<file path="src/rtl/post_gray_packer.sv">
// Write-side pixel packer: captures a group of four 24-bit {R,G,B} pixels and
// emits them as three 32-bit words, MSB-first, over a valid/ack handshake.
// Counts completed groups and flags the last group of each frame.
//
// Ports:
//   clk         system clock, all state changes on the rising edge
//   rst         synchronous active-high reset (priority over everything)
//   in_pixels   pixel group; [3] is first in memory order, [0] last
//   load_en     load strobe, captured only while ready=1
//   write_ack   memory writer accepted the current write_word
//   ready       idle and able to accept a group
//   write_word  packed word to memory
//   write_en    write_word valid
//   group_done  one-cycle pulse after the third word of a group is acked
//   frame_done  one-cycle pulse with group_done on the last group of a frame
module post_gray_packer #(
  parameter int unsigned FRAME_GROUPS = 1024
) (
  input  logic             clk,
  input  logic             rst,
  input  logic [3:0][23:0] in_pixels,
  input  logic             load_en,
  input  logic             write_ack,
  output logic             ready,
  output logic [31:0]      write_word,
  output logic             write_en,
  output logic             group_done,
  output logic             frame_done
);

  localparam int unsigned CNT_W = 16;
  localparam logic [CNT_W-1:0] LAST_GROUP = CNT_W'(FRAME_GROUPS - 1);

  typedef enum logic [1:0] {
    IDLE,
    W0,
    W1,
    W2
  } state_t;

  state_t           state;
  logic [3:0][23:0] pix;
  logic [CNT_W-1:0] group_cnt;

  // Handshake FSM; each state holds its word until write_ack is sampled.
  always_ff @(posedge clk) begin
    if (rst) begin
      state      <= IDLE;
      pix        <= '0;
      group_cnt  <= '0;
      ready      <= 1'b1;
      write_word <= '0;
      write_en   <= 1'b0;
      group_done <= 1'b0;
      frame_done <= 1'b0;
    end else begin
      group_done <= 1'b0;
      frame_done <= 1'b0;
      case (state)
        IDLE: begin
          if (load_en) begin
            // word0 comes straight from the input so it is visible one cycle
            // after the load edge.
            pix        <= in_pixels;
            state      <= W0;
            ready      <= 1'b0;
            write_en   <= 1'b1;
            write_word <= {in_pixels[3], in_pixels[2][23:16]};
          end
        end
        W0: begin
          if (write_ack) begin
            state      <= W1;
            write_word <= {pix[2][15:0], pix[1][23:8]};
          end
        end
        W1: begin
          if (write_ack) begin
            state      <= W2;
            write_word <= {pix[1][7:0], pix[0]};
          end
        end
        W2: begin
          if (write_ack) begin
            state      <= IDLE;
            write_en   <= 1'b0;
            ready      <= 1'b1;
            group_done <= 1'b1;
            // Wrap at the frame boundary; FRAME_GROUPS=1 flags every group.
            if (group_cnt == LAST_GROUP) begin
              frame_done <= 1'b1;
              group_cnt  <= '0;
            end else begin
              group_cnt  <= group_cnt + CNT_W'(1);
            end
          end
        end
        default: begin
          state <= IDLE;
        end
      endcase
    end
  end

endmodule

</file>
<file path="config.mk">
export PLATFORM = sky130hd
export DESIGN_NAME = post_gray_packer
export DESIGN_NICKNAME = d
export VERILOG_FILES = /design/src/rtl/post_gray_packer.sv
export SDC_FILE = /design/constraint.sdc
export NUM_CORES = 1
export LEC_CHECK = 0
export BUFFER_PORTS_ARGS = -buffer_cell sky130_fd_sc_hd__buf_4
export CAP_MARGIN = 20
export CORE_UTILIZATION = 47
export DETAILED_ROUTE_END_ITERATION = 12
export GPL_TIMING_DRIVEN = 0
export PLACE_DENSITY = 0.84
export SLEW_MARGIN = 20
export SYNTH_ARGS = -nofsm -noshare
export SYNTH_HDL_FRONTEND = slang
export SYNTH_SLANG_ARGS = --single-unit
</file>
<file path="constraint.sdc">
create_clock -name clk -period 1.6 [get_ports clk]
set_clock_uncertainty 0.2 [all_clocks]
set_input_delay 0.08 -clock clk [delete_from_list [all_inputs] [get_ports clk]]
set_output_delay 0.08 -clock clk [all_outputs]
set_load 0.02 [all_outputs]
</file>
==> results of run 1 <==
## layer usage
| metal | overflow | GRT usage [%] |
|---|---|---|
| met1 | 1 | 79.1 |
| met2 | 134 | 101 |
| met3 | 0 | 65.8 |
| met4 | 80 | 94.4 |
| met5 | 0 | 20.0 |
## timing repair
action	CTS
hold buffers	99
endpoints found under the hold margin	118
resized for setup	88
endpoints found under the setup margin	109
buffers inserted	18
pin swaps	19
gates cloned	4
## kinds of logic after synthesis
group           count (synthesis)  share of synthesized area [%]
fa+ha+maj                       5                           1.28
mux                             1                          0.204
buf+inv                        54                           4.73
simple gates                  245                           21.3
xor+xnor                        9                           1.61
flops                         118                           48.2
compound gates                183                           22.7
## cells in the mapped netlist
cell type,n
and2_4,1
o21ai_0,8
nor3_1,2
a21oi_1,105
or3_1,6
xnor2_1,1
and2_1,1
mux2i_1,1
and3_2,1
o211ai_1,34
buf_6,1
nand2b_1,1
ha_1,5
nand4_4,3
buf_1,6
o211a_1,1
nor2_1,15
nand2_1,201
o31ai_4,1
nor4_1,1
and2_2,1
a22oi_1,32
and4_4,1
nand3_1,4
dfxtp_1,118
o311a_1,1
a2bb2oi_1,1
and4_1,1
and3_1,1
nand4_1,4
clkbuf_1,31
buf_2,9
or2_2,1
xor2_1,8
inv_1,6
clkbuf_8,1
## through the flow
step | instance area (µm²) | util [%] | setup TNS (ps) | worst slack, ps
after floorplan | 5000 | - | -1050 | -34.7
after global placement | 6180 | 62.1 | -25320 | -378
after detailed placement | 6180 | 62.1 | -30810 | -457
after CTS | 8210 | 82.5 | -5480 | -156
==> impl_metrics.tcl, run 1 <==
set metrics [dict create \
    status "did not finish" \
    lastStage "5_1_grt" \
    error "[ERROR GRT-0232] Routing congestion too high. Check the congestion heatmap in the GUI." \
    worstEpCategory "sequential cell input" \
    syn_nets 720 \
    num_rows 36 \
    portBuffers 135 \
    netlist_instances 615 \
    cts_buffers 17 \
    grt_max_degree 17 \
    die_w_um 104 \
    start_util_pct 49.2 \
    netlist.area_leader.share_pct 48.2 \
    syn_avg_cell_area_um2 7.96 \
    placed_cells 883 \
    track_usage_pct 82.7 \
    cts_buffer_depth 2 \
    synthTopCellsByArea "dfxtp_1 (48%), nand2_1 (15%), a21oi_1 (11%)" \
    num_io_pins 136 \
    gp_congestion 0.856 \
    hpwl_mm 10.4 \
    overflow 215 \
    root_buffer "clkbuf_8" \
    h-tree-depth 4 \
    ys_ff_latch 118 \
    grt-worst-endpoint "group_cnt[11]$_SDFFE_PP0P_/D" \
    clock_sinks 118 \
    synth_cell_types 36 \
    yosysTopAreaCell "dfxtp_1" \
    yosys_warnings 0 \
    die_h_um 104 \
    ys_seq_area_share_pct 48.2 \
    syn_area_um2 4900 \
]
==> run 2, diff against run 1 <==
CORE_UTILIZATION = 35   (was 47)
PLACE_DENSITY = default   (was 0.84)
PLACE_DENSITY_LB_ADDON = 0.15   (was default)
clock period = 2.1 ns   (was 1.6 ns; I/O delays follow)
==> run 2 against run 1 <==
  * The flow now finishes without violations
  * Synthesized cell count unchanged
  * Area after synthesis unchanged
==> impl_metrics.tcl, run 2 <==
set metrics [dict create \
    status "finished clean" \
    max_freq_ghz 0.509 \
    slew_violations 0 \
    cap_violations 0 \
    vdd_drop_max_uv 684 \
    ys_ff_latch 118 \
    synth_mux_area_share_pct 0.204 \
    rsz0062_at_grt "true" \
    clk_pin_slew_ps 50 \
    placed_cells 926 \
    min_period_over_period_pct 93.5 \
    overflow 0 \
    synth_flop_cell "dfxtp_1" \
    hpwl_mm 10.7 \
    slew_headroom_pct 56.7 \
    fin_crit_ps 1960 \
    track_usage_pct 21.8 \
    synthAdderAreaFrac_pct 1.28 \
    root_buffer "clkbuf_16" \
    cts_tree "yes" \
    antenna_found_initial 0 \
    power.internal_mw 6.70 \
    synth_compound_area_share_pct 22.7 \
    synthTopCellsByArea "dfxtp_1 (48%), nand2_1 (15%), a21oi_1 (11%)" \
    slowest_delay_ps 370 \
    seq_power_share_pct 29.7 \
    die_w_um 120 \
    clock_sinks 118 \
    p_leak_nw 3.21 \
    yosys_warnings 0 \
    swShare_pct 37.2 \
    power_mw 10.7 \
    start_util_pct 36.4 \
    seq_area_um2 2360 \
    die_h_um 120 \
    hold_violations 0 \
    yosysMostFrequentCell "nand2_1" \
    min_path_type "input port to register" \
    dieArea_um2 14500 \
    routed_via_density 4.88 \
    drt-initial-drc-count 277 \
    clockPowerShare_pct 29.3 \
    cts_buffers 17 \
    coreArea_um2 13500 \
    gp_congestion 0.820 \
    drive_above_1_share_pct 23.5 \
    tightest_slew_ps 650 \
    routed-wl-met2_mm 7.76 \
    power_density_nw_per_um2 1370 \
    crit_fanout 10 \
    wl_per_cell_um 14.7 \
    wirelength_mm 15.5 \
    power_switching_mw 3.98 \
    cts_buffer_depth 2 \
    clock_latency_ps 410 \
    grt_pass1_vias 5166 \
    ys_seq_area_share_pct 48.2 \
    reg.largest.list "pix: 64 flops, write_word: 32 flops, group_cnt: 16 flops" \
    portBuffers 135 \
    dr_wl_met3_um 651 \
    netlist.area_leader.share_pct 48.2 \
    combPwrFrac_pct 41.1 \
    num_io_pins 136 \
    syn_nets 720 \
    num_rows 42 \
    synthXorXnorAreaFrac_pct 1.61 \
    crit_type "register to register" \
    antennaDiodeCount 0 \
    syn_area_um2 4900 \
    grt_pass1_wl_mm 24.3 \
    finalNonFillerCells 1056 \
    largest_register_ffs 64 \
    worstSetupStartpointType "register" \
    mostFrequentLayoutCells "nand2_1 (201), buf_4 (138), dfxtp_1 (118)" \
    wl_met1_mm 6.83 \
    yosys.area_share.simple_pct 21.3 \
    worstPathArrival_ps 2030 \
    synth_edf_count 0 \
    slowest_stage "dfxtp_1" \
    first_pass_iters 5 \
    syn_avg_cell_area_um2 7.96 \
    top_layer "met4" \
    yosys-top-cells-count "nand2_1 (201), dfxtp_1 (118), a21oi_1 (105), o211ai_1 (34), a22oi_1 (32)" \
    finalSetupViolations 0 \
    path_cells "inv_1 > ha_1 > buf_2 > buf_1 > a22oi_1 > nand2_1 > o211ai_1 > a21oi_1" \
    nets 972 \
    drc 0 \
    end_kind "register" \
    ant_nets 0 \
    layout_commonest_cell "nand2_1" \
    largest_register "pix" \
    syn2layout_area_growth_pct 59.6 \
    vias 5155 \
    fillCellCount 1255 \
    worstPathRequired_ps 2170 \
    grt_max_degree 17 \
    synth_cell_types 36 \
    synthArstFlopShare_pct 0 \
    netlist_instances 615 \
    multi_input_area_um2 2320 \
    h-tree-depth 4 \
    yosysTopAreaCell "dfxtp_1" \
    synth_top_family_by_area "compound AO/OA/AOI/OAI gates" \
]
## run 2: cell counts after synthesis
No cell type changed its count.
## run 2: worst paths after layout
check,startpoint,to,slack [ps],depth (start not counted)
max reg2reg,state[1],write_word[23],140,8
min,load_en,ready,60,4
min reg2reg,pix[18],pix[18],250,2
max,state[1],write_word[23],140,8
## run 2: through the flow
stage	cell area, µm²	worst slack [ps]	hold slack, ps	setup TNS [ps]	utilization, %
5_1_grt	7820	-42.8	71.9	-153	58.1
2_1_floorplan	4900	318	41.0	0	-
3_3_place_gp	6130	-174	157	-2270	45.6
6_report	7820	137	60.6	0	58.1
3_5_place_dp	6130	-187	165	-4920	45.6
4_1_cts	7780	13.6	13.7	0	57.8
## run 2: power by group through the flow
stage | clock [mW] | combinational, mW | sequential [mW]
final | 3.13 | 4.38 | 3.17
after global routing | 3.28 | 4.82 | 3.23
after CTS | 3.17 | 4.34 | 3.17
after detailed placement | 0 | 4.12 | 3.21
after global placement | 0 | 4.06 | 3.18
after floorplan | 0 | 2.23 | 3.55
## run 2: layout make-up
type	instances	share of cell area [%]
buffer	46	3.02
clock buffer	24	6.42
clock inverter	8	1.82
inverter	6	0.288
multi-input combinational	443	29.7
sequential	118	30.2
tap	176	2.82
timing repair buffer	235	25.7
## run 2: per-layer routing
layer | up-vias | GRT usage [%]
met3 | 18 | 4.48
met4 | 0 | 8.41
met2 | 129 | 39.5
met5 | - | 0
met1 | 2390 | 25.1
li1 | 2618 | -
## run 2: what timing repair did
item | in CTS | in global routing
endpoints found under the setup margin | 81 | 73
endpoints found under the hold margin | 106 | 0
buffers inserted | 2 | 0
gates resized for setup | 8 | 26
pin swaps | 1 | 0
hold buffers | 98 | 0
gates cloned | 0 | 0
## run 2: critical path: cells and delay by family, from the launching register on
kind | cells | cell delay (ps)
AND/OR/NAND/NOR | 1 | 90
AO/OA/AOI/OAI | 3 | 470
flip-flops | 1 | 370
adder cells (fa/ha/maj) | 1 | 170
buffers and inverters | 3 | 520
## run 2: logic make-up after synthesis
family / Yosys count
buffers and inverters: 54
muxes: 1
DFF: 118
xor gates and xnor gates: 9
and+or+nand+nor: 245
AOI/OAI and AO/OA: 183
adders and majority gates: 5
Power figures use the tool's default switching activity.
==> run 3, diff against run 2 <==
CORE_ASPECT_RATIO = 1.4   (was default)
CTS_BUF_LIST = sky130_fd_sc_hd__clkbuf_8   (was default)
==> run 3 against run 2 <==
  * Cell count is 0.47% higher
  * Sequential cell count stayed put
  * Sequential power hardly changed
  * First-iteration DRC count is 43% lower
  * Register-to-register slack worse by 20 ps
  * Die area hardly changed
  * Critical path type unchanged
  * Utilization is 2.1 points lower
  * Highest routed layer unchanged
==> impl_metrics.tcl, run 3 (synthesis gave the netlist of run 2 again) <==
set metrics [dict create \
    slew_violations 0 \
    status "finished clean" \
    hold_violations 0 \
    h-tree-depth 4 \
    cts_tree "yes" \
    grt_pass1_vias 5177 \
    die_w_um 102 \
    start_util_pct 36.3 \
    fin_crit_ps 1980 \
    wirelength_mm 15.7 \
    die_h_um 142 \
    clock_latency_ps 430 \
    min_period_over_period_pct 94.5 \
    slowest_stage "dfxtp_1" \
    drt-initial-drc-count 159 \
    num_io_pins 136 \
    mostFrequentLayoutCells "nand2_1 (201), buf_4 (139), dfxtp_1 (118)" \
    cap_violations 0 \
    placed_cells 932 \
    overflow 0 \
    wl_per_cell_um 14.8 \
    antenna_found_initial 0 \
    path_cells "inv_1 > ha_1 > clkbuf_4 > nor2_2 > o211ai_1 > buf_4 > clkbuf_4 > nand2_1 > a21oi_1" \
    p_leak_nw 3.11 \
    crit_type "register to register" \
    pre_cts_ws_ps -189 \
    clock_sinks 118 \
    fillCellCount 1324 \
    slew_headroom_pct 56.3 \
    crit_top_cell "clkbuf_4" \
    portBuffers 135 \
    finalNonFillerCells 1061 \
    root_buffer "clkbuf_8" \
    syn2layout_area_growth_pct 54.5 \
    nets 973 \
    fin_ws_ps 116 \
    vdd_drop_max_uv 657 \
    crit_family "buffers and inverters" \
    antennaDiodeCount 0 \
    slowest_delay_ps 370 \
    max_freq_ghz 0.504 \
    tightest_slew_ps 655 \
    track_usage_pct 22.0 \
    worstPathArrival_ps 2070 \
    drc 0 \
    first_pass_iters 4 \
    finalSetupViolations 0 \
    gp_congestion 0.784 \
    min_path_type "input port to register" \
    clk_pin_slew_ps 70 \
    num_rows 50 \
    routed_via_density 4.91 \
    ant_nets 0 \
    cts_buffer_depth 2 \
    drive_above_1_share_pct 23.8 \
    largest_register "pix" \
    end_kind "register" \
    dieArea_um2 14500 \
    critPathBufInv 4 \
    worstSetupStartpointType "register" \
    reg.largest.list "pix: 64 flops, write_word: 32 flops, group_cnt: 16 flops" \
    holdWs_ps 49.6 \
    power_density_nw_per_um2 1270 \
    worstPathRequired_ps 2190 \
    cts_buffers 17 \
    largest_register_ffs 64 \
    layout_commonest_cell "nand2_1" \
    grt_max_degree 17 \
    crit_fanout 10 \
    coreArea_um2 13500 \
    vias 5211 \
    grt_pass1_wl_mm 24.3 \
    hpwl_mm 10.8 \
]
-- run 3: changes by cell type in the layout (fill, tap and decap cells not counted), sizes merged --
cell      change
clkbuf        -5
clkinv        +1
bufinv        -2
inv           +1
clkinvlp      +2
buf           +2
-- run 3: cell type report --
cell class	count	area (µm²)	area share (%)
multi-input combinational	443	2310	30.6
sequential	118	2360	31.2
inverter	6	22.5	0.298
timing repair buffer	235	2010	26.5
clock inverter	10	106	1.41
tap	182	228	3.01
clock buffer	20	275	3.64
buffer	47	250	3.31
-- run 3: stage by stage --
step	setup TNS, ps	area [µm²]	total power, mW	util (%)
4_1_cts	0	7520	9.56	55.7
6_report	0	7570	9.63	56.0
2_1_floorplan	0	4900	5.78	-
5_1_grt	-9.11	7570	10.3	56.0
3_5_place_dp	-6550	6140	7.37	45.4
3_3_place_gp	-3000	6140	7.27	45.4
-- run 3: worst register-to-register path, delay by kind of cell (launching register included) --
| family | cells | cell delay (ps) |
|---|---|---|
| AO/OA/AOI/OAI | 2 | 200 |
| adder cells (fa/ha/maj) | 1 | 200 |
| flip-flops | 1 | 370 |
| AND/OR/NAND/NOR | 2 | 230 |
| buffers and inverters | 4 | 640 |
-- run 3: worst paths after layout --
check	startpoint	to	slack [ps]	cells past startpoint
worst max-delay path	state[0]	write_word[5]	120	9
worst min-delay path	load_en	ready	50	4
worst max register to register	state[0]	write_word[5]	120	9
worst min register to register	pix[21]	pix[21]	250	2
-- run 3: where the power goes --
group / switching (mW) / internal (mW)
Combinational: 2.72 / 1.74
Clock: 0.885 / 1.12
Sequential: 0.325 / 2.84
-- run 3: metal layers --
metal / track usage, % / vias to the layer above / share of wire (%)
met5: 0 / - / 0
met4: 9.40 / 0 / 2.4
met3: 4.17 / 29 / 4.8
met2: 39.8 / 159 / 52
met1: 24.8 / 2412 / 40
li1: - / 2611 / -
-- run 3: repair_timing --
action                                  CTS  global route
hold buffers                             98             0
resized for setup                         6            38
pin swaps                                 1             1
endpoints found under the hold margin   114             0
endpoints found under the setup margin   82            80
buffers inserted                          2             0
